===== src/rtl/tp84_snd_cmd_tx_if.sv =====
// Command-side bus of the sound command transmitter: CPU enqueue port,
// status flags and the latch/IRQ lines towards the sound board.
interface tp84_snd_cmd_tx_if;
  logic       cmd_wr;
  logic [7:0] cmd_data;
  logic       ovf_clr;
  logic [7:0] cpubrd_Dout;
  logic       sound_data;
  logic       sound_on;
  logic       cmd_full;
  logic       busy;
  logic       ovf;

  modport master (
    output cmd_wr, cmd_data, ovf_clr,
    input  cpubrd_Dout, sound_data, sound_on, cmd_full, busy, ovf
  );

  modport slave (
    input  cmd_wr, cmd_data, ovf_clr,
    output cpubrd_Dout, sound_data, sound_on, cmd_full, busy, ovf
  );
endinterface


===== src/rtl/tp84_snd_cmd_tx.sv =====
// Queues sound command bytes and hands each one to the sound board as
// data setup, latch strobe, IRQ pulse and a service gap.
module tp84_snd_cmd_tx #(
  parameter int unsigned DEPTH     = 4,
  parameter int unsigned SETUP_CYC = 4,
  parameter int unsigned PULSE_CYC = 8,
  parameter int unsigned GAP_CYC   = 4096
) (
  input logic             clk_49m,
  input logic             reset,
  tp84_snd_cmd_tx_if.slave bus
);
  localparam int unsigned AW = $clog2(DEPTH);
  localparam logic [AW:0] FULL_CNT = (AW+1)'(DEPTH);

  typedef enum logic [2:0] {IDLE, SETUP, LATCH, IRQ, GAP} state_t;

  state_t        state, state_nxt;
  logic [15:0]   cnt, cnt_nxt;
  logic [7:0]    mem [DEPTH];
  logic [AW-1:0] wr_ptr, rd_ptr;
  logic [AW:0]   count, count_nxt;
  logic          pop, push, drop;
  logic [7:0]    dout_q;
  logic          sd_q, so_q, full_q, ovf_q;

  // A full FIFO still accepts a write when the head leaves at the same edge.
  assign pop  = (state == IDLE) && (count != '0);
  assign push = bus.cmd_wr && ((count != FULL_CNT) || pop);
  assign drop = bus.cmd_wr && !push;

  always_comb begin
    count_nxt = count + {{AW{1'b0}}, push} - {{AW{1'b0}}, pop};
  end

  always_ff @(posedge clk_49m) begin
    if (push) mem[wr_ptr] <= bus.cmd_data;
  end

  always_ff @(posedge clk_49m or negedge reset) begin
    if (!reset) begin
      wr_ptr <= '0;
      rd_ptr <= '0;
      count  <= '0;
      full_q <= 1'b0;
      ovf_q  <= 1'b0;
    end else begin
      if (push) wr_ptr <= wr_ptr + 1'b1;
      if (pop)  rd_ptr <= rd_ptr + 1'b1;
      count  <= count_nxt;
      full_q <= (count_nxt == FULL_CNT);
      if (drop)             ovf_q <= 1'b1;
      else if (bus.ovf_clr) ovf_q <= 1'b0;
    end
  end

  always_ff @(posedge clk_49m or negedge reset) begin
    if (!reset) begin
      state <= IDLE;
      cnt   <= '0;
    end else begin
      state <= state_nxt;
      cnt   <= cnt_nxt;
    end
  end

  // Each timed state is loaded with length-1 and exits on the edge where cnt is 0.
  always_comb begin
    state_nxt = state;
    cnt_nxt   = cnt;
    case (state)
      IDLE: begin
        if (pop) begin
          state_nxt = SETUP;
          cnt_nxt   = 16'(SETUP_CYC - 1);
        end
      end
      SETUP: begin
        if (cnt == '0) begin
          state_nxt = LATCH;
          cnt_nxt   = 16'(PULSE_CYC - 1);
        end else begin
          cnt_nxt = cnt - 16'd1;
        end
      end
      LATCH: begin
        if (cnt == '0) begin
          state_nxt = IRQ;
          cnt_nxt   = 16'(PULSE_CYC - 1);
        end else begin
          cnt_nxt = cnt - 16'd1;
        end
      end
      IRQ: begin
        if (cnt == '0) begin
          state_nxt = GAP;
          cnt_nxt   = 16'(GAP_CYC - 1);
        end else begin
          cnt_nxt = cnt - 16'd1;
        end
      end
      GAP: begin
        if (cnt == '0) begin
          state_nxt = IDLE;
          cnt_nxt   = '0;
        end else begin
          cnt_nxt = cnt - 16'd1;
        end
      end
      default: begin
        state_nxt = IDLE;
        cnt_nxt   = '0;
      end
    endcase
  end

  // Strobes are decoded from the next state so they toggle exactly on state entry.
  always_ff @(posedge clk_49m or negedge reset) begin
    if (!reset) begin
      dout_q <= '0;
      sd_q   <= 1'b0;
      so_q   <= 1'b0;
    end else begin
      if (pop) dout_q <= mem[rd_ptr];
      sd_q <= (state_nxt == LATCH);
      so_q <= (state_nxt == IRQ);
    end
  end

  assign bus.cpubrd_Dout = dout_q;
  assign bus.sound_data  = sd_q;
  assign bus.sound_on    = so_q;
  assign bus.cmd_full    = full_q;
  assign bus.ovf         = ovf_q;
  assign bus.busy        = (state != IDLE) || (count != '0);
endmodule


===== src/flat_wrapper.sv =====
// flat-port wrapper written by rule: the top's interface ports become plain ports
module tp84_snd_cmd_tx_flat 
#(
  parameter int unsigned DEPTH     = 4,
  parameter int unsigned SETUP_CYC = 4,
  parameter int unsigned PULSE_CYC = 8,
  parameter int unsigned GAP_CYC   = 4096
)
  (clk_49m, reset, bus_cmd_wr, bus_cmd_data, bus_ovf_clr, bus_cpubrd_Dout, bus_sound_data, bus_sound_on, bus_cmd_full, bus_busy, bus_ovf);
  tp84_snd_cmd_tx_if bus_i ();
  input logic clk_49m;
  input logic reset;
  input wire logic [$bits(bus_i.cmd_wr)-1:0] bus_cmd_wr;
  input wire logic [$bits(bus_i.cmd_data)-1:0] bus_cmd_data;
  input wire logic [$bits(bus_i.ovf_clr)-1:0] bus_ovf_clr;
  output wire logic [$bits(bus_i.cpubrd_Dout)-1:0] bus_cpubrd_Dout;
  output wire logic [$bits(bus_i.sound_data)-1:0] bus_sound_data;
  output wire logic [$bits(bus_i.sound_on)-1:0] bus_sound_on;
  output wire logic [$bits(bus_i.cmd_full)-1:0] bus_cmd_full;
  output wire logic [$bits(bus_i.busy)-1:0] bus_busy;
  output wire logic [$bits(bus_i.ovf)-1:0] bus_ovf;
  assign bus_i.cmd_wr = bus_cmd_wr;
  assign bus_i.cmd_data = bus_cmd_data;
  assign bus_i.ovf_clr = bus_ovf_clr;
  assign bus_cpubrd_Dout = bus_i.cpubrd_Dout;
  assign bus_sound_data = bus_i.sound_data;
  assign bus_sound_on = bus_i.sound_on;
  assign bus_cmd_full = bus_i.cmd_full;
  assign bus_busy = bus_i.busy;
  assign bus_ovf = bus_i.ovf;
  tp84_snd_cmd_tx #(.DEPTH(DEPTH), .SETUP_CYC(SETUP_CYC), .PULSE_CYC(PULSE_CYC), .GAP_CYC(GAP_CYC)) u_core (.clk_49m(clk_49m), .reset(reset), .bus(bus_i));
endmodule

===== config.mk =====
export PLATFORM = sky130hd
export DESIGN_NAME = tp84_snd_cmd_tx_flat
export DESIGN_NICKNAME = d
export VERILOG_FILES = /design/src/rtl/tp84_snd_cmd_tx_if.sv /design/src/rtl/tp84_snd_cmd_tx.sv /design/src/flat_wrapper.sv
export SDC_FILE = /design/constraint.sdc
export NUM_CORES = 1
export LEC_CHECK = 0
export ABC_AREA = 1
export BUFFER_PORTS_ARGS = -buffer_cell sky130_fd_sc_hd__buf_2
export CORE_ASPECT_RATIO = 1.5
export CORE_MARGIN = 2
export CORE_UTILIZATION = 40
export DETAILED_ROUTE_END_ITERATION = 8
export HOLD_SLACK_MARGIN = 0.15
export PLACE_DENSITY = 0.6
export SLEW_MARGIN = 20
export SYNTH_ARGS = -nofsm -noshare
export SYNTH_HDL_FRONTEND = slang
export SYNTH_SLANG_ARGS = --single-unit

===== constraint.sdc =====
create_clock -name clk_49m -period 2.9 [get_ports clk_49m]
set_clock_uncertainty 0.1 [all_clocks]
set_input_delay 0.435 -clock clk_49m [delete_from_list [all_inputs] [get_ports clk_49m]]
set_output_delay 0.435 -clock clk_49m [all_outputs]
set_load 0.01 [all_outputs]

# Yosys cells after proc, flatten, opt, wreduce, memory -nomap -nowiden
# Memories as Yosys holds them, arrays and structs flattened. A register that Yosys moved wholly into a read port is not among the register bits.
# Cells that the tools add are included.
# totals
ff_bits	30
latch_bits	0
ramBits	32
romBits	0
output_inout_bits	13
n_memories	1
# memory_table
name	depth	word_bits	rd	rd_clocked_by_memory_dff	wr	line_no	rtl
u_core.mem	4	8	1	1	1	tp84_snd_cmd_tx.sv:20	logic [7:0] mem [DEPTH];
# op_classes
add_sub_neg	5
mul	0
n_div	0
order_cmp	0
eq_ne	9
shifts	0
muxes	15
n_bitwise	0
n_reduce_logical	13
# op_table
cell	count
$mux 16	4
$pmux 16 s4	1
$logic_not 16->1	1
$sub 16x1->16 const B	1
$mux 3	5
$pmux 3 s5	1
$eq 3x2->1 const B	4
$eq 3x3->1 const B	2
$reduce_bool 3->1	2
$add 2x1->2 const B	2
$mux 1	4
$add 3x1->3	1
$eq 3x1->1 const B	1
$logic_and 1x1->1	3
$logic_not 3->1	1
$ne 3x3->1 const B	1
$sub 3x1->3	1
$logic_not 1->1	2
$logic_or 1x1->1	2
$ne 2x1->1 const B	1
$reduce_bool 2->1	1
$reduce_or 2->1	1

# Depth between registers and ports, before layout
# logic_depth
word_depth	7
depth_mapped	13
depth_no_buf	13

# Least setup slack after synthesis
# No wires, ideal clock.
# synth_timing
path_type	register -> register
startpoint	register u_core.count[1]
endpoint	register u_core.full_q, in the netlist u_core.bus.cmd_full
setup_time_ns	0.088
arrival_time_ns	2.342
required_time_ns	2.712
setup_slack_ns	0.370
path_stages_with_launch	13
path_buffers	1
synth_period_minus_slack_ns	2.530
cell_sequence	dfrtp_1 inv_1 nand3_2 nand2_1 inv_2 buf_8 ha_1 inv_1 ha_1 fa_1 xnor2_1 xor2_1 nor3b_1
# synth_via
elab_chain_len	7
# synth_rtl
item	line_no	rtl
start: declaration	tp84_snd_cmd_tx.sv:22	logic [AW:0] count, count_nxt;
start signal: assignment	tp84_snd_cmd_tx.sv:50	count <= count_nxt;
$reduce_bool 3->1 *	tp84_snd_cmd_tx.sv:28	assign pop = (state == IDLE) && (count != '0);
$logic_and 1x1->1 *	tp84_snd_cmd_tx.sv:28	
via u_core.pop	tp84_snd_cmd_tx.sv:23	logic pop, push, drop;
$logic_or 1x1->1	tp84_snd_cmd_tx.sv:29	assign push = bus.cmd_wr && ((count != FULL_CNT) || pop);
$logic_and 1x1->1	tp84_snd_cmd_tx.sv:29	
$add 3x1->3	tp84_snd_cmd_tx.sv:33	count_nxt = count + {{AW{1'b0}}, push} - {{AW{1'b0}}, pop};
$sub 3x1->3 *	tp84_snd_cmd_tx.sv:33	
via u_core.count_nxt[2]	tp84_snd_cmd_tx.sv:22	
$eq 3x3->1 *	tp84_snd_cmd_tx.sv:51	full_q <= (count_nxt == FULL_CNT);
end signal: assignment	tp84_snd_cmd_tx.sv:51	
end: declaration	tp84_snd_cmd_tx.sv:25	logic sd_q, so_q, full_q, ovf_q;
# Mark *: on every way through the listed nets, which the timed path passes. The rest lies on a longest branch.
# A chain may end at the register's enable or synchronous reset.

# Final worst setup path
# layout_timing
startpoint	register u_core.count[1]
endpoint	register u_core.full_q, in the netlist u_core.bus.cmd_full
# layout_via
elab_chain_len	7
# layout_rtl
item	line_no
$reduce_bool 3->1	tp84_snd_cmd_tx.sv:28
$logic_and 1x1->1	tp84_snd_cmd_tx.sv:28
$logic_or 1x1->1	tp84_snd_cmd_tx.sv:29
$logic_and 1x1->1	tp84_snd_cmd_tx.sv:29
$add 3x1->3	tp84_snd_cmd_tx.sv:33
$sub 3x1->3 *	tp84_snd_cmd_tx.sv:33
via u_core.count_nxt[2]	tp84_snd_cmd_tx.sv:22
$eq 3x3->1 *	tp84_snd_cmd_tx.sv:51
# Marked as above.

==> results.md <==
* Port Buffers at 24
* Fmax at 395 MHz
* Cell Rows at 41
* WL final at 6780 microns
* Crit-path max FO at 3
* Non-Filler Instances at just over 500
* Critical Path, Cell by Cell: inv_1 > nand3_2 > nand2_1 > inv_2 > ha_1 > inv_1 > ha_1 > fa_1 > xnor2_1 > xor2_1 > nor3b_1
* Critical Path RT at slightly above 3 ns
* Max cap viols at 0
* Core area at 8410 sq um
* Post-DP HPWL at 4790 microns
* Share of cells above drive strength 1 at 0.224
* Top-count cell post-synth: nand2_1
* Slew Limit Fails at 0
* Fillers at 794
* Synth Area in Compound Gates at 0.0702
* Remaining global-route overflow at 0
* TNS Setup at 0 ns
* Sequential power share at 0.474
* Sequential cell area fraction in the yosys report at 0.553
* LEAKAGE at roughly 1.8 nW
* Net Count, Synth at 379
* Total iterations of the first detailed-routing run at 4
* Setup-failing EPs final at 0
* Post-CTS Hold Fix Bufs at 0
* Clock Latency Late Sink at 0.33 ns
* Worst hold path type: input port to asynchronous set/reset pin
* Cell Pwr Density at approximately 650 nW/um^2
* TritonCTS clock tree: done
* Status: completed
* Critical Path Source Type: flop
* # IOs at 25
* Post-synthesis mux area share at 0
* Mapped Area at 3460 sq um
* Top_reg_cell synth: dfrtp_1
* Sw Pwr at 691 uW
* EDFF count, synth at 32
* Largest area contributor in the netlist: edfxtp_1
* CTS H-tree depth at 3
* Die Span Y at 118 microns
* Sw frac at 0.267
* Setup Fix Bufs, Post-CTS at 0
* Multi-input combinational cell area at 1340 sq um
* Actual slew at the worst max-slew pin at 0.891 ns
* Total track usage at 0.162
* Largest family of logic cells by synthesized area: simple AND/OR/NAND/NOR gates
* # clock sinks at 70
* Residual DRC at 0
* Routed WL per cell at 13.5 microns
* Simple-gate share of the synthesized area at 0.254
* Fin Hold WS at 0.135 ns
* Final cycle utilization of the critical path at 0.873
* Adder-Cell Fraction of Synth Area at 0.0347
* Number of synthesis warnings at 0
* Most instantiated cells after synthesis: nand2_1 (72), nor2_1 (65), dfrtp_1 (38)
* Yosys reg bits at 70
* Core Util, Final at 0.473
* Final hold violations at 0
* Placed cell count at 488
* Die Footprint at between 9000 and 10,000 sq um
* DRT iter0 DRCs at roughly 110
* Vias in the first global route at about 2,500
* # diodes at 0
* Antenna violations before repair at 0
* Post-Synth XOR/XNOR Area at 0.0279
* CP Capture Type: flop
* Root Driver: clkbuf_16
* Largest stage delay, worst path at 0.40 ns
* Post-CTS Resized at 0
* Peak VDD IR at around 0.41 mV
* First-pass GRT wire length at 11,800 microns
* Combinational Power Share at 0.129
* Slew headroom at 0.406
* CTS buffer count at 9
* CP max stage cell: dfrtp_1
* RSZ-0062 raised after global routing: false
* Initial core utilization at 0.411
* Final nets at roughly 410
* Synth top area cells: edfxtp_1 (28%), dfrtp_1 (28%), nand2_1 (7.8%)
* Reg-to-Reg Start: u_core.count[1]
* Width of the die at 79.9 microns
* CTS Buffer Depth at 2
* P_int at 1.90 mW
* Tot Pwr at 2.59 mW
* Setup CP Type: flop to flop
* Final min period at 2.53 ns
* Synth async-reset ratio at 0.543
* Register area at 1910 sq um
* ANT nets after route at 0
* Pin count of the biggest net entering global routing at 39
* Clock power share at 0.396
* Vias/cell at 4.76
* Unique masters post-synth at 31
* Area growth syn-to-layout at 15.1%
* Final GP Congestion at 0.865
* Worst Setup SP: u_core.count[1]
* Post-synth top area share at 0.278
* Mean Syn Cell Area at 9.66 sq um
* Vias at 2,398
* Worst Path Arrival at around 2.7 ns
* Clock-pin slew on the worst setup and hold paths at 0.06 ns
* Mapped Cells at 358
through the flow:
| stage | cell area [sq um] | setup WS, ns |
|---|---|---|
| 3_3_place_gp | 3700 | 0.444 |
| 3_5_place_dp | 3700 | 0.345 |
| 4_1_cts | 3980 | 0.324 |
| 6_report | 3980 | 0.367 |
| 2_1_floorplan | 3460 | 0.370 |
| 5_1_grt | 3980 | 0.137 |
metal layers:
layer | global-route usage | wire length (microns) | up-vias
met2 | 0.282 | 3590 | 36
li1 | - | - | 1220
met4 | 0.0763 | 198 | 0
met3 | 0.0291 | 183 | 16
met5 | 0 | 0 | -
met1 | 0.186 | 2810 | 1126
cells by family after synthesis:
group                      count (synthesis)
AOI/OAI and AO/OA                         39
DFF                                       70
and+or+nand+nor                          182
xor gates and xnor gates                  11
buffers and inverters                     47
adders and majority gates                  9
critical path: cells and delay by family (launching register included):
family / cells / cell delay (ns)
adders and majority gates: 3 / 0.83
DFF: 1 / 0.40
xor gates and xnor gates: 2 / 0.40
buffers and inverters: 3 / 0.21
and+or+nand+nor: 3 / 0.51
power groups by stage:
stage               logic (mW)  registers (mW)  clock network (mW)
finish                   0.334            1.23                1.03
detailed placement       0.343            1.25                   0
floorplan                0.213            1.24                   0
CTS                      0.345            1.23                1.05
global route             0.389            1.24                1.10
global placement         0.332            1.24                   0
registers in the layout (all words and copies together), names as in the netlist:
name,flops
u_core.mem,32
u_core.cnt,16
u_core.bus.cpubrd_Dout,8
u_core.count,3
u_core.state,3
u_core.rd_ptr,2
u_core.wr_ptr,2
u_core.bus.cmd_full,1
u_core.bus.ovf,1
u_core.bus.sound_data,1
u_core.bus.sound_on,1
cell type report:
cell class | count | share of cell area
tap | 107 | 0.0336
sequential | 70 | 0.480
clock buffer | 9 | 0.0566
clock inverter | 7 | 0.0145
multi-input combinational | 241 | 0.336
timing repair buffer | 29 | 0.0396
inverter | 41 | 0.0393
final timing paths:
check,to,slack (ns),cells after the start
max,u_core.bus.cmd_full,0.37,11
max in group asynchronous,u_core.bus.cpubrd_Dout[4],2.01,1
min in group clk_49m,u_core.bus.ovf,0.19,2
max reg2reg,u_core.bus.cmd_full,0.37,11
min reg2reg,u_core.count[2],0.40,1
min,u_core.cnt[14],0.14,1
cells in the final DEF (no fill, tap or decap), types with 2 or more instances in the layout:
master      Yosys  final
clkbuf_16       0      9
inv_2           4      4
ha_1            8      8
nand3_1         8      8
o21ai_1         2      2
xor2_1          8      8
nor2_4          9      9
nand2_4         3      3
buf_4           0      5
nand3_2         3      3
nand2_1        72     72
dfrtp_1        38     38
nand2_2         7      7
inv_6           0      2
o21ai_0        20     20
nor2_2          6      6
clkinvlp_4      0      2
a31oi_1         8      8
o21ai_2         8      8
buf_2           2     24
edfxtp_1       32     32
nor2_1         65     65
inv_1          36     36
nand4_1         5      5
xnor2_1         3      3
(Power assumes the default switching activity.)
